$ cat config.mk
export PLATFORM = sky130hd
export DESIGN_NAME = nibble_serial_alu
export DESIGN_NICKNAME = d
export VERILOG_FILES = /design/src/rtl/alu_pkg.sv /design/src/rtl/myALU.sv /design/src/rtl/nibble_serial_alu.sv
export SDC_FILE = /design/constraint.sdc
export NUM_CORES = 1
export LEC_CHECK = 0
export ABC_AREA = 1
export BUFFER_PORTS_ARGS = -buffer_cell sky130_fd_sc_hd__buf_2
export CORE_MARGIN = 4
export CORE_UTILIZATION = 35
export CTS_CLUSTER_DIAMETER = 120
export DETAILED_ROUTE_END_ITERATION = 12
export GPL_ROUTABILITY_DRIVEN = 1
export PLACE_DENSITY = 0.58
export SYNTH_ARGS = -nofsm -noshare
export SYNTH_HDL_FRONTEND = slang
export SYNTH_SLANG_ARGS = --single-unit
$ cat constraint.sdc
create_clock -name clk -period 1.7 [get_ports clk]
set_clock_uncertainty 0.2 [all_clocks]
set_input_delay 0.255 -clock clk [delete_from_list [all_inputs] [get_ports clk]]
set_output_delay 0.255 -clock clk [all_outputs]
set_load 0.03 [all_outputs]
$ cat src/rtl/alu_pkg.sv
`default_nettype none
// ============================================================================
// Module      : alu_pkg
// Description : Shared types for the nibble-serial ALU: operation mode,
//               sequencer state encoding and the nibble width.
// Revision    : 1.0 - initial release
// ============================================================================
package alu_pkg;

  // Operation select shared by the 4-bit ALU and the serial wrapper.
  typedef enum logic [1:0] {
    ADD = 2'b00,
    AND = 2'b01,
    OR  = 2'b10,
    XOR = 2'b11
  } mode;

  // Sequencer states of the serial wrapper.
  typedef enum logic [1:0] {
    IDLE = 2'b00,
    RUN  = 2'b01,
    DONE = 2'b10
  } state_t;

  // Width of one datapath slice.
  localparam int c_NIBBLE_W = 4;

endpackage : alu_pkg
`default_nettype wire

$ cat src/rtl/myALU.sv
`default_nettype none
// ============================================================================
// Module      : myALU
// Description : 4-bit ALU (ADD/AND/OR/XOR) with carry-out and signed
//               overflow; carry and overflow are zero for logic ops.
// Revision    : 1.1 - mode type now taken from alu_pkg
// ============================================================================
module myALU
  import alu_pkg::*;
(
  input  logic [3:0] a,
  input  logic [3:0] b,
  input  logic       cIn,
  input  mode        fn,
  output logic [3:0] result,
  output logic       cOut,
  output logic       V
);

  logic [4:0] w_sum;

  // Combinational slice: compute the selected operation on one nibble.
  always_comb begin
    w_sum  = {1'b0, a} + {1'b0, b} + {4'd0, cIn};
    result = 4'd0;
    cOut   = 1'b0;
    V      = 1'b0;
    case (fn)
      ADD: begin
        result = w_sum[3:0];
        cOut   = w_sum[4];
        // Overflow when both operands share a sign the sum does not.
        V      = (a[3] == b[3]) && (w_sum[3] != a[3]);
      end
      AND:     result = a & b;
      OR:      result = a | b;
      XOR:     result = a ^ b;
      default: result = 4'd0;
    endcase
  end

endmodule : myALU
`default_nettype wire

$ cat src/rtl/nibble_serial_alu.sv
`default_nettype none
// ============================================================================
// Module      : nibble_serial_alu
// Description : WIDTH-bit ADD/AND/OR/XOR computed one nibble per cycle on a
//               single 4-bit ALU, LSB nibble first, with start/busy/done
//               handshake and registered result and flags.
// Revision    : 1.0 - initial release
// ============================================================================
module nibble_serial_alu
  import alu_pkg::*;
#(
  parameter int WIDTH = 16
) (
  input  logic             clk,
  input  logic             rst_n,
  input  logic             start,
  input  logic [1:0]       fn,
  input  logic [WIDTH-1:0] a,
  input  logic [WIDTH-1:0] b,
  input  logic             cIn,
  output logic             busy,
  output logic             done,
  output logic [WIDTH-1:0] result,
  output logic             cOut,
  output logic             N,
  output logic             Z,
  output logic             V
);

  localparam int c_NIB   = WIDTH / c_NIBBLE_W;
  localparam int c_CNT_W = (c_NIB > 1) ? $clog2(c_NIB) : 1;
  localparam logic [c_CNT_W-1:0] c_LAST = c_CNT_W'(c_NIB - 1);

  // Reject widths that cannot be split into whole nibbles.
  generate
    if (((WIDTH % c_NIBBLE_W) != 0) || (WIDTH < c_NIBBLE_W)) begin : g_bad_width
      $error("nibble_serial_alu: WIDTH must be a positive multiple of 4");
    end
  endgenerate

  state_t             r_state;
  state_t             w_state_nxt;
  logic [c_CNT_W-1:0] r_cnt;
  logic [WIDTH-1:0]   r_a;
  logic [WIDTH-1:0]   r_b;
  mode                r_fn;
  logic               r_carry;
  logic [WIDTH-1:0]   r_result;
  logic               r_busy;
  logic               r_done;
  logic               r_cout;
  logic               r_n;
  logic               r_z;
  logic               r_v;

  logic [3:0]         w_alu_res;
  logic               w_alu_cout;
  logic               w_alu_v;
  logic               w_last;
  logic [WIDTH-1:0]   w_res_nxt;

  myALU u_alu (
    .a      (r_a[3:0]),
    .b      (r_b[3:0]),
    .cIn    (r_carry),
    .fn     (r_fn),
    .result (w_alu_res),
    .cOut   (w_alu_cout),
    .V      (w_alu_v)
  );

  // State register.
  always_ff @(posedge clk) begin
    if (!rst_n) r_state <= IDLE;
    else        r_state <= w_state_nxt;
  end

  // Next-state logic: IDLE -> RUN on start, RUN for NIB cycles, DONE for one.
  always_comb begin
    w_state_nxt = r_state;
    w_last      = 1'b0;
    case (r_state)
      IDLE: if (start) w_state_nxt = RUN;
      RUN: begin
        w_last = (r_cnt == c_LAST);
        if (w_last) w_state_nxt = DONE;
      end
      DONE:    w_state_nxt = IDLE;
      default: w_state_nxt = IDLE;
    endcase
  end

  // Result shifts right by a nibble with the new ALU nibble entering on top.
  always_comb begin
    w_res_nxt = r_result >> c_NIBBLE_W;
    w_res_nxt[WIDTH-1 -: c_NIBBLE_W] = w_alu_res;
  end

  // Datapath: operand capture, nibble shifting, carry chain and flags.
  always_ff @(posedge clk) begin
    if (!rst_n) begin
      r_cnt    <= '0;
      r_a      <= '0;
      r_b      <= '0;
      r_fn     <= ADD;
      r_carry  <= 1'b0;
      r_result <= '0;
      r_busy   <= 1'b0;
      r_done   <= 1'b0;
      r_cout   <= 1'b0;
      r_n      <= 1'b0;
      r_z      <= 1'b0;
      r_v      <= 1'b0;
    end else begin
      r_done <= 1'b0;
      case (r_state)
        IDLE: begin
          if (start) begin
            r_a      <= a;
            r_b      <= b;
            r_fn     <= mode'(fn);
            r_carry  <= (mode'(fn) == ADD) ? cIn : 1'b0;
            r_cnt    <= '0;
            r_result <= '0;
            r_cout   <= 1'b0;
            r_n      <= 1'b0;
            r_z      <= 1'b0;
            r_v      <= 1'b0;
            r_busy   <= 1'b1;
          end
        end
        RUN: begin
          r_result <= w_res_nxt;
          r_a      <= r_a >> c_NIBBLE_W;
          r_b      <= r_b >> c_NIBBLE_W;
          r_cnt    <= r_cnt + c_CNT_W'(1);
          if (r_fn == ADD) r_carry <= w_alu_cout;
          if (w_last) begin
            r_cout <= (r_fn == ADD) ? w_alu_cout : 1'b0;
            r_v    <= (r_fn == ADD) ? w_alu_v    : 1'b0;
          end
        end
        DONE: begin
          // Result is complete here; publish sign/zero with the done pulse.
          r_n    <= r_result[WIDTH-1];
          r_z    <= (r_result == '0);
          r_done <= 1'b1;
          r_busy <= 1'b0;
        end
        default: r_busy <= 1'b0;
      endcase
    end
  end

  assign busy   = r_busy;
  assign done   = r_done;
  assign result = r_result;
  assign cOut   = r_cout;
  assign N      = r_n;
  assign Z      = r_z;
  assign V      = r_v;

endmodule : nibble_serial_alu
`default_nettype wire

Yosys cells after proc, flatten, opt, wreduce, memory -nomap -nowiden

Index checks and enable logic that the tools add are counted.

Add/sub/neg operators: 3
Multipliers: 0
Divide/modulo/power cells: 0
Order comparisons: 0
Equality and inequality tests: 12
Shift-type cells: 0
Muxes and demuxes: 29
Bitwise operators: 4
Reductions and logical operators: 14

Operators by type and width:

| operator            | number |
|---|---|
| $pmux 16 s2         | 3 |
| $mux 16             | 3 |
| $logic_not 16->1    | 1 |
| $pmux 4 s4          | 1 |
| $pmux 1 s2          | 6 |
| $mux 1              | 11 |
| $reduce_and 2->1    | 5 |
| $eq 2x2->1 const B  | 4 |
| $ne 2x2->1 const B  | 4 |
| $pmux 2 s2          | 2 |
| $logic_not 2->1     | 3 |
| $mux 2              | 3 |
| $reduce_and 3->1    | 2 |
| $add 4x4->5         | 1 |
| $add 5x1->5         | 1 |
| $and 4x4->4         | 1 |
| $eq 2x1->1 const B  | 2 |
| $or 4x4->4          | 1 |
| $reduce_bool 2->1   | 2 |
| $xor 4x4->4         | 1 |
| $add 2x1->2 const B | 1 |
| $eq 1x1->1          | 1 |
| $logic_and 1x1->1   | 1 |
| $ne 1x1->1          | 1 |
| $not 1->1           | 1 |

Bits in registers: 61
Bits in latches: 0
RAM bits: 0
Bits in read-only memories: 0
Input bits: 38
Output and inout bits: 22
Logic and storage cells: 75
Memories kept: 0

Longest topological paths before layout

Gate-level depths: netlist of run 1.

Depth after elaboration: 7
Gate-level depth with buffers: 9
Mapped depth without buffers: 9

Hierarchy

A second synthesis of run 1 with hierarchy kept.

Cells, all modules: 379
Area, all modules: 2824.0 sq um

Modules (own cells, without submodules):

| module            | instances | cells each | area an instance (sq um) | seq. area each (sq um) |
|---|---|---|---|---|
| nibble_serial_alu | 1         | 320        | 2449.8                   | 1221.2 |
| myALU             | 1         | 59         | 374.1                    | 0.0 |

Worst setup path before layout of run 1

No wires, ideal clock.

Path kind: reg-to-reg
Start point: register r_a[0]
End point: register r_carry
Library setup time: 0.132 ns
Data arrival time: 1.531 ns
Required time: 1.368 ns
Path slack: -0.163 ns
Cell stages (with the launch flop): 7
Path buffers: 0
Clock period less this slack: 1.863 ns
Cell sequence: dfxtp_1 > fa_1 > fa_1 > nand3_1 > nand3_1 > o211ai_1 > a21oi_1

Word-level cells in the longest chain between the ends: 4

RTL lines:

| item                   | RTL line                 | source |
|---|---|---|
| start, declared        | nibble_serial_alu.sv:44  | `logic [WIDTH-1:0] r_a;` |
| start signal, assigned | nibble_serial_alu.sv:134 | `r_a <= r_a >> c_NIBBLE_W;` |
| $add 4x4->5            | myALU.sv:24              | `w_sum = {1'b0, a} + {1'b0, b} + {4'd0, cIn};` |
| $add 5x1->5            | myALU.sv:24              |  |
| $mux 1                 | nibble_serial_alu.sv:137 | `if (r_fn == ADD) r_carry <= w_alu_cout;` |
| $pmux 1 s2             | nibble_serial_alu.sv:116 | `case (r_state)` |
| end signal, assigned   | nibble_serial_alu.sv:122 | `r_carry <= (mode'(fn) == ADD) ? cIn : 1'b0;` |
| end signal, assigned   | nibble_serial_alu.sv:137 |  |
| end, declared          | nibble_serial_alu.sv:47  | `logic r_carry;` |

Every way passes these cells. The select of a mux whose other input is x is not followed.
A chain may end at the register's enable or synchronous reset.

Final worst setup path of run 1

Start point: register r_a[0]
End point: register r_result[14] (netlist: result[14])

Word-level cells in the longest chain between the ends: 4

RTL lines:

| item                 | RTL line                 | source |
|---|---|---|
| $add 4x4->5          | myALU.sv:24              |  |
| $add 5x1->5          | myALU.sv:24              |  |
| $pmux 4 s4           | myALU.sv:28              | `case (fn)` |
| $pmux 16 s2          | nibble_serial_alu.sv:116 |  |
| end signal, assigned | nibble_serial_alu.sv:133 | `r_result <= w_res_nxt;` |
| end, declared        | nibble_serial_alu.sv:48  | `logic [WIDTH-1:0] r_result;` |

Every way passes these cells.

==> results of run 1 <==
## per-stage QoR
stage / hold slack, ns / util / area, um2 / instances
final: 0.003315 / 0.4840 / 3740 / 569
after global routing: 0.005013 / 0.4840 / 3740 / 569
after CTS: 0.002803 / 0.4811 / 3717 / 569
after detailed placement: 0.2543 / 0.4171 / 3223 / 525
after global placement: 0.2478 / 0.4171 / 3223 / 525
after floorplan: 0.2040 / - / 2794 / 371
## kinds of logic after synthesis
kind of cell	synth area share
buffers and inverters	0.07675
and+or+nand+nor	0.2352
adders and majority gates	0.05476
xor gates and xnor gates	0.003142
DFF	0.4381
AOI/OAI and AO/OA	0.1921
## worst min-delay path: cells and delay by family
kind	cells	cell delay [ns]
AO/OA/AOI/OAI	1	0.07
buffers and inverters	1	0.11
AND/OR/NAND/NOR	1	0.06
## per-layer routing
metal / part of all wire / vias to the layer above
met2: 0.46 / 59
met5: 0 / -
met1: 0.49 / 1230
li1: - / 1431
met3: 0.042 / 4
met4: 0.0096 / 0
## cells in the final DEF (no fill, tap or decap), drive strengths merged
| cell type | count |
|---|---|
| clkbuf | 11 |
| dfxtp | 61 |
| a32o | 1 |
| inv | 23 |
| nand4 | 1 |
| bufinv | 1 |
| o21ai | 31 |
| nor2 | 16 |
| dlygate4sd3 | 27 |
| nor3b | 2 |
| nand3 | 19 |
| xnor2 | 1 |
| nor3 | 3 |
| fa | 2 |
| clkinvlp | 2 |
| nand2 | 115 |
| o211ai | 4 |
| a31oi | 24 |
| clkinv | 2 |
| a21oi | 38 |
| buf | 74 |
| ha | 9 |
## worst paths after layout
check,cells past startpoint,endpoint,slack (ns)
min reg2reg,1,r_cnt[0],0.26
max,6,result[14],-0.12
max reg2reg,6,result[14],-0.12
min,3,r_b[1],0.003
## timing repair
action	4_1_cts	5_1_grt
pin swaps	2	0
setup endpoints to repair	4	15
hold endpoints to repair	27	0
resized for setup	2	8
hold buffers	27	0
setup buffers	1	0
gates cloned	0	0
## state kept, by name, indices dropped and copies added, names as in the netlist
signal / flops
busy: 1
N: 1
r_cnt: 2
r_a: 16
r_b: 16
cOut: 1
Z: 1
r_carry: 1
V: 1
r_fn: 2
r_state: 2
done: 1
result: 16
## where the power goes
group,switching [mW],internal [mW]
combinational,0.388,0.283
clock,0.573,0.756
sequential,0.0690,1.53
## area by class of cell
class	instances	area [um2]	area share
Timing Repair Buffer	101	703.2	0.1880
Multi-Input combinational cell	266	1381	0.3694
Tap cell	102	127.6	0.03412
Sequential cell	61	1226	0.3279
Clock inverter	5	58.81	0.01572
Inverter	23	91.34	0.02442
Clock buffer	11	151.4	0.04048
## synth_stat cells, drive strengths merged, types with 2 or more instances
cell and number:
ha 9, nand3 19, fa 2, o21ai 31, inv 22, nor3 3
dfxtp 61, nor2 16, o211ai 4, a31oi 24, a21oi 38, nand2 115
nor3b 2, clkbuf 7, buf 14
==> key figures, run 1 <==
Outcome
  – Status: finished with violations
  – Violated checks: setup timing

Place
  – Hpwl dp: 5.144 mm
  – Port bufs: 59
  – Pre-CTS setup slack: -0.1035 ns
  – Gp weighted congestion: 0.8484

Route
  – Vias per inst: 4.787
  – Per-cell routed wire length: 12.83 um
  – Initial DRC count: 151
  – DRT antenna net count: 0
  – Routed wire length: 7.300 mm
  – Via Count: 2,724
  – Router iterations before antenna repair: 4
  – Residual DRC count: 0

Cells and area
  – Nets: 511
  – Fraction of layout cells with a size suffix above 1: 0.2355
  – Filler cells: 795
  – Area Overhead vs Synth: 34.16%
  – Antenna cells: 0

Global route
  – Largest net degree at the start of global routing: 50
  – Grt total ovfl: 0
  – First-pass GRT wire length: 12.14 mm
  – Vias in the first global route: 2,503
  – GRT met3 Usage: 0.03733
  – Busiest grt layer: met2
  – Met1 usage: 0.2151
  – GR Layer Usage met2: 0.2463
  – Initial antenna violation count: 0
  – GR Util All Layers: 0.1567

Worst setup path
  – Worst EP required: 1.77 ns
  – CP dominant cell by count: fa_2
  – CP Cell Sequence: fa_2 > fa_2 > xnor2_1 > a21oi_1 > nand2_1 > a21oi_2
  – CP Data Arrival Time: 1.89 ns
  – CP endpoint kind: register
  – CP max stage delay: 0.41 ns
  – Reg2reg start: r_a[0]
  – Crit-path leading delay family: adder cells
  – Buf+Inv Stages, Crit Path: 0
  – Worst setup SP type: register
  – CP Class: reg -> reg
  – CP max stage cell: fa_2
  – Crit Path Max Fanout: 2
  – Critical Path Start: r_a[0]

Clock network
  – TritonCTS Buffers: 9
  – CTS tree: done
  – Clock Path Buffers: 2
  – H-Tree Depth: 3
  – Root buffer cell: clkbuf_8
  – CTS sink count: 61
  – Clk slew on worst S/H paths: 0.07 ns
  – Clock Latency Late Sink: 0.34 ns

Synthesis
  – Yosys warning count: 0
  – Dominant cells by area after synthesis: dfxtp_1 (44%), nand2_1 (15%), a21oi_1 (6.8%), a31oi_1 (5.4%), o21ai_1 (4.3%)
  – Asr flop ratio synth: 0
  – Register bit total from synthesis: 61
  – Syn Inst Count: 371
  – Synth top area share: 0.4381
  – Avg Cell Area, Syn: 7.514 um2
  – Post-synth EDFFs: 0
  – Unique masters post-synth: 29
  – Post-synthesis sequential area ratio: 0.4381
  – Area leader, netlist: dfxtp_1
  – Syn_nets: 420
  – Primary FF master, synth: dfxtp_1
  – Syn Std Cell Area: 2788 um2

Floorplan
  – I/O pin cnt: 60
  – Die Area: 9457 um2
  – Starting Density: 0.3608
  – Core ar.: 7727 um2
  – Row cnt: 32
  – Die Ht: 97.25 um
  – Die width: 97.25 um

Worst hold path
  – Hold Startpoint: b[1]
  – Min-delay worst type: in -> reg

Timing
  – Fmax: 549.7 MHz
  – Pins Over Slew Limit: 0
  – Final clock period utilization by the worst path: 1.070
  – Setup TNS: -0.3421 ns
  – RSZ-0062 raised after global routing: yes
  – Worst-Margin Slew: 0.3495 ns
  – Final Hold Fails: 0
  – Final setup fails: 4
  – Max-slew headroom: 0.7665
  – Minimum clock period: 1.819 ns
  – Final setup margin: -0.1192 ns

Power
  – Static leakage: 1.591 nW
  – P per Cell Area: 962.3 nW/um2
  – Maximum VDD drop: 462.3 uV
  – Total Power: 3.599 mW

Run
  – Max cap viols: 0
Power figures use the tool's default switching activity.
==> inputs of run 2 (changes only) <==
--- a/config.mk
+++ b/config.mk
@@ -7,6 +7,7 @@
 export LEC_CHECK = 0
 export ABC_AREA = 1
 export BUFFER_PORTS_ARGS = -buffer_cell sky130_fd_sc_hd__buf_2
+export CORE_ASPECT_RATIO = 1.2
 export CORE_MARGIN = 4
 export CORE_UTILIZATION = 35
 export CTS_CLUSTER_DIAMETER = 120
==> run 2 against run 1 <==
Worst hold slack improved by 0.0079 ns. The flow still finishes with violations (setup timing). Routed wire length increased by 0.71%. Sequential power about the same. Non-clock buffer count increased by 1.
==> key figures, run 2 (same netlist as run 1, synthesis figures left out) <==
Worst setup path
  – Worst setup SP type: register
  – CP endpoint kind: register
  – Crit Path Max Fanout: 2 (unchanged)
  – R2r setup slk: -0.16 ns (-0.04 ns)
  – Reg2reg start: r_carry
  – Reg2Reg Depth: 6 (unchanged)
  – CP Data Arrival Time: 1.94 ns (+0.05 ns)
  – CP Class: reg -> reg
  – Worst EP required: 1.78 ns (about the same)
  – Critical Path Start: r_carry
  – FF-to-FF End: result[13]

Route
  – Routed wire length: 7.352 mm (+0.71%)
  – Router iterations before antenna repair: 4 (unchanged)
  – Residual DRC count: 0 (unchanged)
  – DRT antenna net count: 0 (unchanged)
  – Per-cell routed wire length: 13.13 um (+2.3%)
  – Vias per inst: 4.855 (+1.4%)
  – Initial DRC count: 128 (-15%)
  – Via Count: 2,719 (-0.18%)

Worst hold path
  – Hold Startpoint: b[3]
  – Hold Path Sink: r_b[3]
  – Hold depth: 3 (unchanged)
  – Min-delay worst type: in -> reg

Global route
  – Initial antenna violation count: 0 (unchanged)
  – GR Util All Layers: 0.1651 (+0.008383)
  – Vias in the first global route: 2,562 (+2.4%)
  – Largest net degree at the start of global routing: 50 (unchanged)
  – Grt total ovfl: 0 (unchanged)
  – First-pass GRT wire length: 12.16 mm (+0.16%)

Timing
  – Final setup margin: -0.1632 ns (-0.04401 ns)
  – Pins Over Slew Limit: 0 (unchanged)
  – Final Hold Fails: 0 (unchanged)
  – RSZ-0062 raised after global routing: yes
  – Hold slack: 0.01117 ns (+0.007857 ns)
  – Final clock period utilization by the worst path: 1.096 (+0.02589)
  – Fmax: 536.7 MHz (-2.4%)
  – Max-slew headroom: 0.7625 (-0.003983)
  – Setup TNS: -0.4211 ns (-0.07901 ns)
  – Final setup fails: 4 (unchanged)
  – Worst-Margin Slew: 0.3563 ns (+0.006730 ns)
  – Minimum clock period: 1.863 ns (+0.04401 ns)

Cells and area
  – Highest-count cells in the layout ignoring fill and taps: nand2_1 (113), buf_2 (59), dfxtp_1 (58), a21oi_1 (36), dlygate4sd3_1 (31)
  – Area Overhead vs Synth: 34.74%
  – Util after Layout: 0.4873 (+0.003368)
  – Cell area after layout: 3756 um2 (+0.43%)
  – Nets: 512 (+0.20%)
  – Antenna cells: 0 (unchanged)
  – Most common cell after layout, fill and taps aside: nand2_1
  – Fraction of layout cells with a size suffix above 1: 0.2286 (-0.006914)
  – Final cell count without fillers: 560 (-1.6%)

Floorplan
  – I/O pin cnt: 60 (unchanged)
  – Core ar.: 7707 um2 (-0.26%)
  – Die Ht: 105.8 um (+8.8%)
  – Starting Density: 0.3617 (+0.0009370)
  – Die Area: 9463 um2 (about the same)
  – Die width: 89.47 um (-8.0%)
  – Row cnt: 35 (+9.4%)

Power
  – Comb power frac: 0.179 (-0.008)
  – Total Power: 3.734 mW (+3.7%)
  – Part of the power in registers: 0.429 (-0.015)
  – Sw Ratio: 0.2828 (-0.003498)
  – Int Pwr: 2.678 mW (+4.2%)
  – P per Cell Area: 994.0 nW/um2 (+3.3%)
  – Clk pwr share: 0.392 (+0.023)
  – Maximum VDD drop: 510.9 uV (+11%)
  – P_sw: 1.056 mW (+2.5%)
  – Static leakage: 1.603 nW (+0.71%)

Place
  – Placed Area: 3196 um2 (-0.85%)
  – Port bufs: 59 (unchanged)
  – Gp weighted congestion: 0.8616 (+1.6%)
  – Pre-CTS setup slack: -0.1065 ns (-0.003000 ns)
  – Placed cells: 513 (-2.3%)
  – Hpwl dp: 4.933 mm (-4.1%)

Clock network
  – H-Tree Depth: 3 (unchanged)
  – CTS sink count: 61 (unchanged)
  – Root buffer cell: clkbuf_8
  – CTS tree: done
  – Clock Latency Late Sink: 0.34 ns (about the same)
  – Clk slew on worst S/H paths: 0.07 ns (about the same)
  – TritonCTS Buffers: 9 (unchanged)
  – Clock Path Buffers: 2 (unchanged)

Run
  – Max cap viols: 0 (unchanged)

Outcome
  – Violated checks: setup timing
  – Status: finished with violations
run 2: worst max path at each step:
| stage | end | cells past startpoint |
|---|---|---|
| 2_1_floorplan | result[13] | 6 |
| 3_3_place_gp | result[13] | 6 |
| 3_5_place_dp | result[13] | 6 |
| 4_1_cts | result[14] | 6 |
| 5_1_grt | result[13] | 6 |
| 6_report | result[13] | 6 |
run 2: power groups by stage:
stage | Clock (mW) | Combinational, mW | Sequential (mW)
6_report | 1.46 | 0.670 | 1.60
3_3_place_gp | 0 | 0.596 | 1.63
4_1_cts | 1.49 | 0.655 | 1.60
3_5_place_dp | 0 | 0.598 | 1.63
5_1_grt | 1.55 | 0.757 | 1.61
2_1_floorplan | 0 | 0.406 | 1.64
run 2: critical path, cell delays in order (launching register included):
cell and delay, ns:
dfxtp_2 0.34, fa_2 0.40, fa_2 0.54, nor2_2 0.04
nor2_1 0.09, nand2_1 0.07, a21oi_2 0.11
run 2: per-layer routing:
metal,wire [um],vias up,track usage
met3,255,16,0.02893
met4,200,0,0.07553
met5,0,-,0
met2,3599,62,0.2666
met1,3296,1218,0.2098
li1,-,1423,-
run 2: layout make-up:
type	instances	area, um2
flip-flops and latches	61	1225
fillers	770	3951
clock buffers	10	137.6
multi-input cells	266	1380
well taps	92	115.1
repair buffers	102	720.7
inverters	23	91.34
clock inverters	6	86.33
run 2: timing repair:
action / in CTS / in global routing
endpoints found under the setup margin: 4 / 27
hold buffers: 31 / 0
setup buffers: 0 / 0
hold endpoints to repair: 31 / 0
pin swaps: 0 / 5
resized for setup: 0 / 10
==> inputs of run 3 (changes only) <==
--- a/config.mk
+++ b/config.mk
@@ -14,6 +14,7 @@
 export DETAILED_ROUTE_END_ITERATION = 12
 export GPL_ROUTABILITY_DRIVEN = 1
 export PLACE_DENSITY = 0.58
+export SKIP_LAST_GASP = 1
 export SYNTH_ARGS = -nofsm -noshare
 export SYNTH_HDL_FRONTEND = slang
 export SYNTH_SLANG_ARGS = --single-unit
==> run 3 against run 2 <==
Critical endpoint is now result[14]. Global-route usage stayed put. Final cell count stayed put. Sequential power about the same. Combinational power decreased by 1%. Largest power group unchanged. Design area is essentially flat. Total power is 0.16% lower. Highest routed layer unchanged. The flow still finishes with violations (setup timing). Count of clock-buffer cells in the layout is the same. Die area stayed put.
==> key figures, run 3 (same netlist as run 1, synthesis figures left out) <==
Worst hold path
  – Hold depth: 3 (unchanged)
  – Hold Path Sink: r_b[3]
  – Min-delay worst type: in -> reg
  – Hold Startpoint: b[3]

Route
  – DRT antenna net count: 0 (unchanged)
  – Router iterations before antenna repair: 4 (unchanged)
  – Via Count: 2,723 (+0.15%)
  – Routed wire length: 7.306 mm (-0.63%)
  – Residual DRC count: 0 (unchanged)
  – Vias per inst: 4.863 (+0.15%)
  – Per-cell routed wire length: 13.05 um (-0.63%)
  – Initial DRC count: 147 (+15%)

Timing
  – RSZ-0062 raised after global routing: yes
  – Final Hold Fails: 0 (unchanged)
  – Final setup margin: -0.1385 ns (+0.02468 ns)
  – Hold slack: 0.01020 ns (-0.0009714 ns)
  – Fmax: 543.9 MHz (+1.3%)
  – Worst-Margin Slew: 0.3534 ns (-0.002839 ns)
  – Final setup fails: 4 (unchanged)
  – Final clock period utilization by the worst path: 1.081 (-0.01452)
  – Minimum clock period: 1.838 ns (-0.02468 ns)
  – Max-slew headroom: 0.7644 (+0.001893)
  – Pins Over Slew Limit: 0 (unchanged)

Power
  – Static leakage: 1.602 nW (about the same)
  – Maximum VDD drop: 510.8 uV (about the same)
  – Comb power frac: 0.178 (about the same)
  – Sw Ratio: 0.2825 (-0.0003572)
  – Part of the power in registers: 0.429 (about the same)
  – Total Power: 3.728 mW (-0.16%)
  – P per Cell Area: 993.1 nW/um2 (about the same)
  – Clk pwr share: 0.393 (about the same)
  – P_sw: 1.053 mW (-0.29%)
  – Int Pwr: 2.675 mW (-0.11%)

Cells and area
  – Antenna cells: 0 (unchanged)
  – Nets: 512 (unchanged)
  – Area Overhead vs Synth: 34.65% (about the same)
  – Filler cells: 769 (-0.13%)
  – Util after Layout: 0.4870 (about the same)
  – Highest-count cells in the layout ignoring fill and taps: nand2_1 (113), buf_2 (59), dfxtp_1 (58), a21oi_1 (36), dlygate4sd3_1 (31)
  – Fraction of layout cells with a size suffix above 1: 0.2265 (-0.002137)
  – Most common cell after layout, fill and taps aside: nand2_1
  – Cell area after layout: 3754 um2 (about the same)

Worst setup path
  – Crit-path leading delay family: adder cells
  – Crit Path Max Fanout: 2 (unchanged)
  – Buf+Inv Stages, Crit Path: 0 (unchanged)
  – CP Class: reg -> reg
  – Worst EP required: 1.78 ns (about the same)
  – CP max stage delay: 0.40 ns (-0.14 ns)
  – FF-to-FF End: result[14]
  – R2r setup slk: -0.14 ns (+0.02 ns)
  – Worst setup SP type: register
  – Reg2reg start: r_carry
  – CP Cell Sequence: fa_2 > fa_2 > xnor2_1 > a21oi_1 > nand2_1 > a21oi_1
  – Reg2Reg Depth: 6 (unchanged)
  – CP max stage cell: fa_2
  – CP Data Arrival Time: 1.91 ns (-0.03 ns)
  – CP endpoint kind: register
  – Critical Path Start: r_carry

Floorplan
  – Die Area: 9463 um2 (unchanged)
  – I/O pin cnt: 60 (unchanged)
  – Die width: 89.47 um (unchanged)
  – Starting Density: 0.3617 (unchanged)
  – Row cnt: 35 (unchanged)
  – Die Ht: 105.8 um (unchanged)
  – Core ar.: 7707 um2 (unchanged)

Clock network
  – H-Tree Depth: 3 (unchanged)
  – CTS sink count: 61 (unchanged)
  – TritonCTS Buffers: 9 (unchanged)
  – Clock Path Buffers: 2 (unchanged)
  – CTS tree: done
  – Clock Latency Late Sink: 0.34 ns (about the same)
  – Clk slew on worst S/H paths: 0.08 ns (about the same)
  – Setup Fix Bufs, Post-CTS: 0 (unchanged)
  – Root buffer cell: clkbuf_8

Outcome
  – Status: finished with violations
  – Violated checks: setup timing

Place
  – Placed Area: 3196 um2 (unchanged)
  – Port bufs: 59 (unchanged)
  – Gp weighted congestion: 0.8616 (unchanged)
  – Hpwl dp: 4.933 mm (unchanged)

Global route
  – First-pass GRT wire length: 12.16 mm (unchanged)
  – Initial antenna violation count: 0 (unchanged)
  – GR Util All Layers: 0.1651 (unchanged)
  – Vias in the first global route: 2,562 (unchanged)
  – Grt total ovfl: 0 (unchanged)
  – Largest net degree at the start of global routing: 50 (unchanged)

Run
  – Max cap viols: 0 (unchanged)
==> run 3: cell counts in the layout (fill, tap and decap cells not counted) <==
Identical to the previous run, type by type.
==> run 3: per-stage QoR <==
step	worst slack, ns	instances	TNS (ns)
after floorplan	-0.05685	371	-0.1130
after global placement	-0.1001	513	-0.2563
after detailed placement	-0.1065	513	-0.3528
after CTS	-0.1446	560	-0.4345
after global routing	-0.2334	560	-0.7150
final	-0.1385	560	-0.4283
==> run 3: power by group through the flow <==
stage / Clock (mW) / Combinational [mW] / Sequential [mW]
6_report: 1.46 / 0.663 / 1.60
5_1_grt: 1.55 / 0.752 / 1.61
4_1_cts: 1.49 / 0.655 / 1.60
3_5_place_dp: 0 / 0.598 / 1.63
3_3_place_gp: 0 / 0.596 / 1.63
2_1_floorplan: 0 / 0.406 / 1.64
==> run 3: worst reg2reg max path, delay by kind of cell, from the launching register on <==
kind | cells | cell delay [ns]
fa+ha+maj | 2 | 0.78
xor+xnor | 1 | 0.14
simple gates | 1 | 0.07
flops | 1 | 0.34
compound gates | 2 | 0.24
==> run 3: what timing repair did <==
action	CTS	global route
hold buffers	31	0
pin swaps	0	4
resized for setup	0	9
endpoints found under the setup margin	4	27
endpoints found under the hold margin	31	0
==> run 3: layout make-up <==
| class | instances | area [um2] | share of cell area |
|---|---|---|---|
| Clock buffer | 10 | 137.6 | 0.03667 |
| Tap cell | 92 | 115.1 | 0.03067 |
| Sequential cell | 61 | 1225 | 0.3263 |
| Multi-Input combinational cell | 266 | 1378 | 0.3670 |
| Inverter | 23 | 91.34 | 0.02433 |
| Clock inverter | 6 | 86.33 | 0.02300 |
| Timing Repair Buffer | 102 | 720.7 | 0.1920 |
==> run 3: metal layers <==
layer / vias to the layer above / routed length (um) / global-route usage
li1: 1427 / - / -
met1: 1221 / 3250 / 0.2098
met2: 59 / 3629 / 0.2666
met3: 16 / 227 / 0.02893
met4: 0 / 199 / 0.07553
met5: - / 0 / 0
==> run 3: worst max-delay path by stage <==
| stage | endpoint | slack, ns | cells past startpoint |
|---|---|---|---|
| after floorplan | result[13] | -0.06 | 6 |
| after global placement | result[13] | -0.10 | 6 |
| after detailed placement | result[13] | -0.11 | 6 |
| after CTS | result[14] | -0.14 | 6 |
| after global routing | result[13] | -0.23 | 6 |
| final | result[14] | -0.14 | 6 |
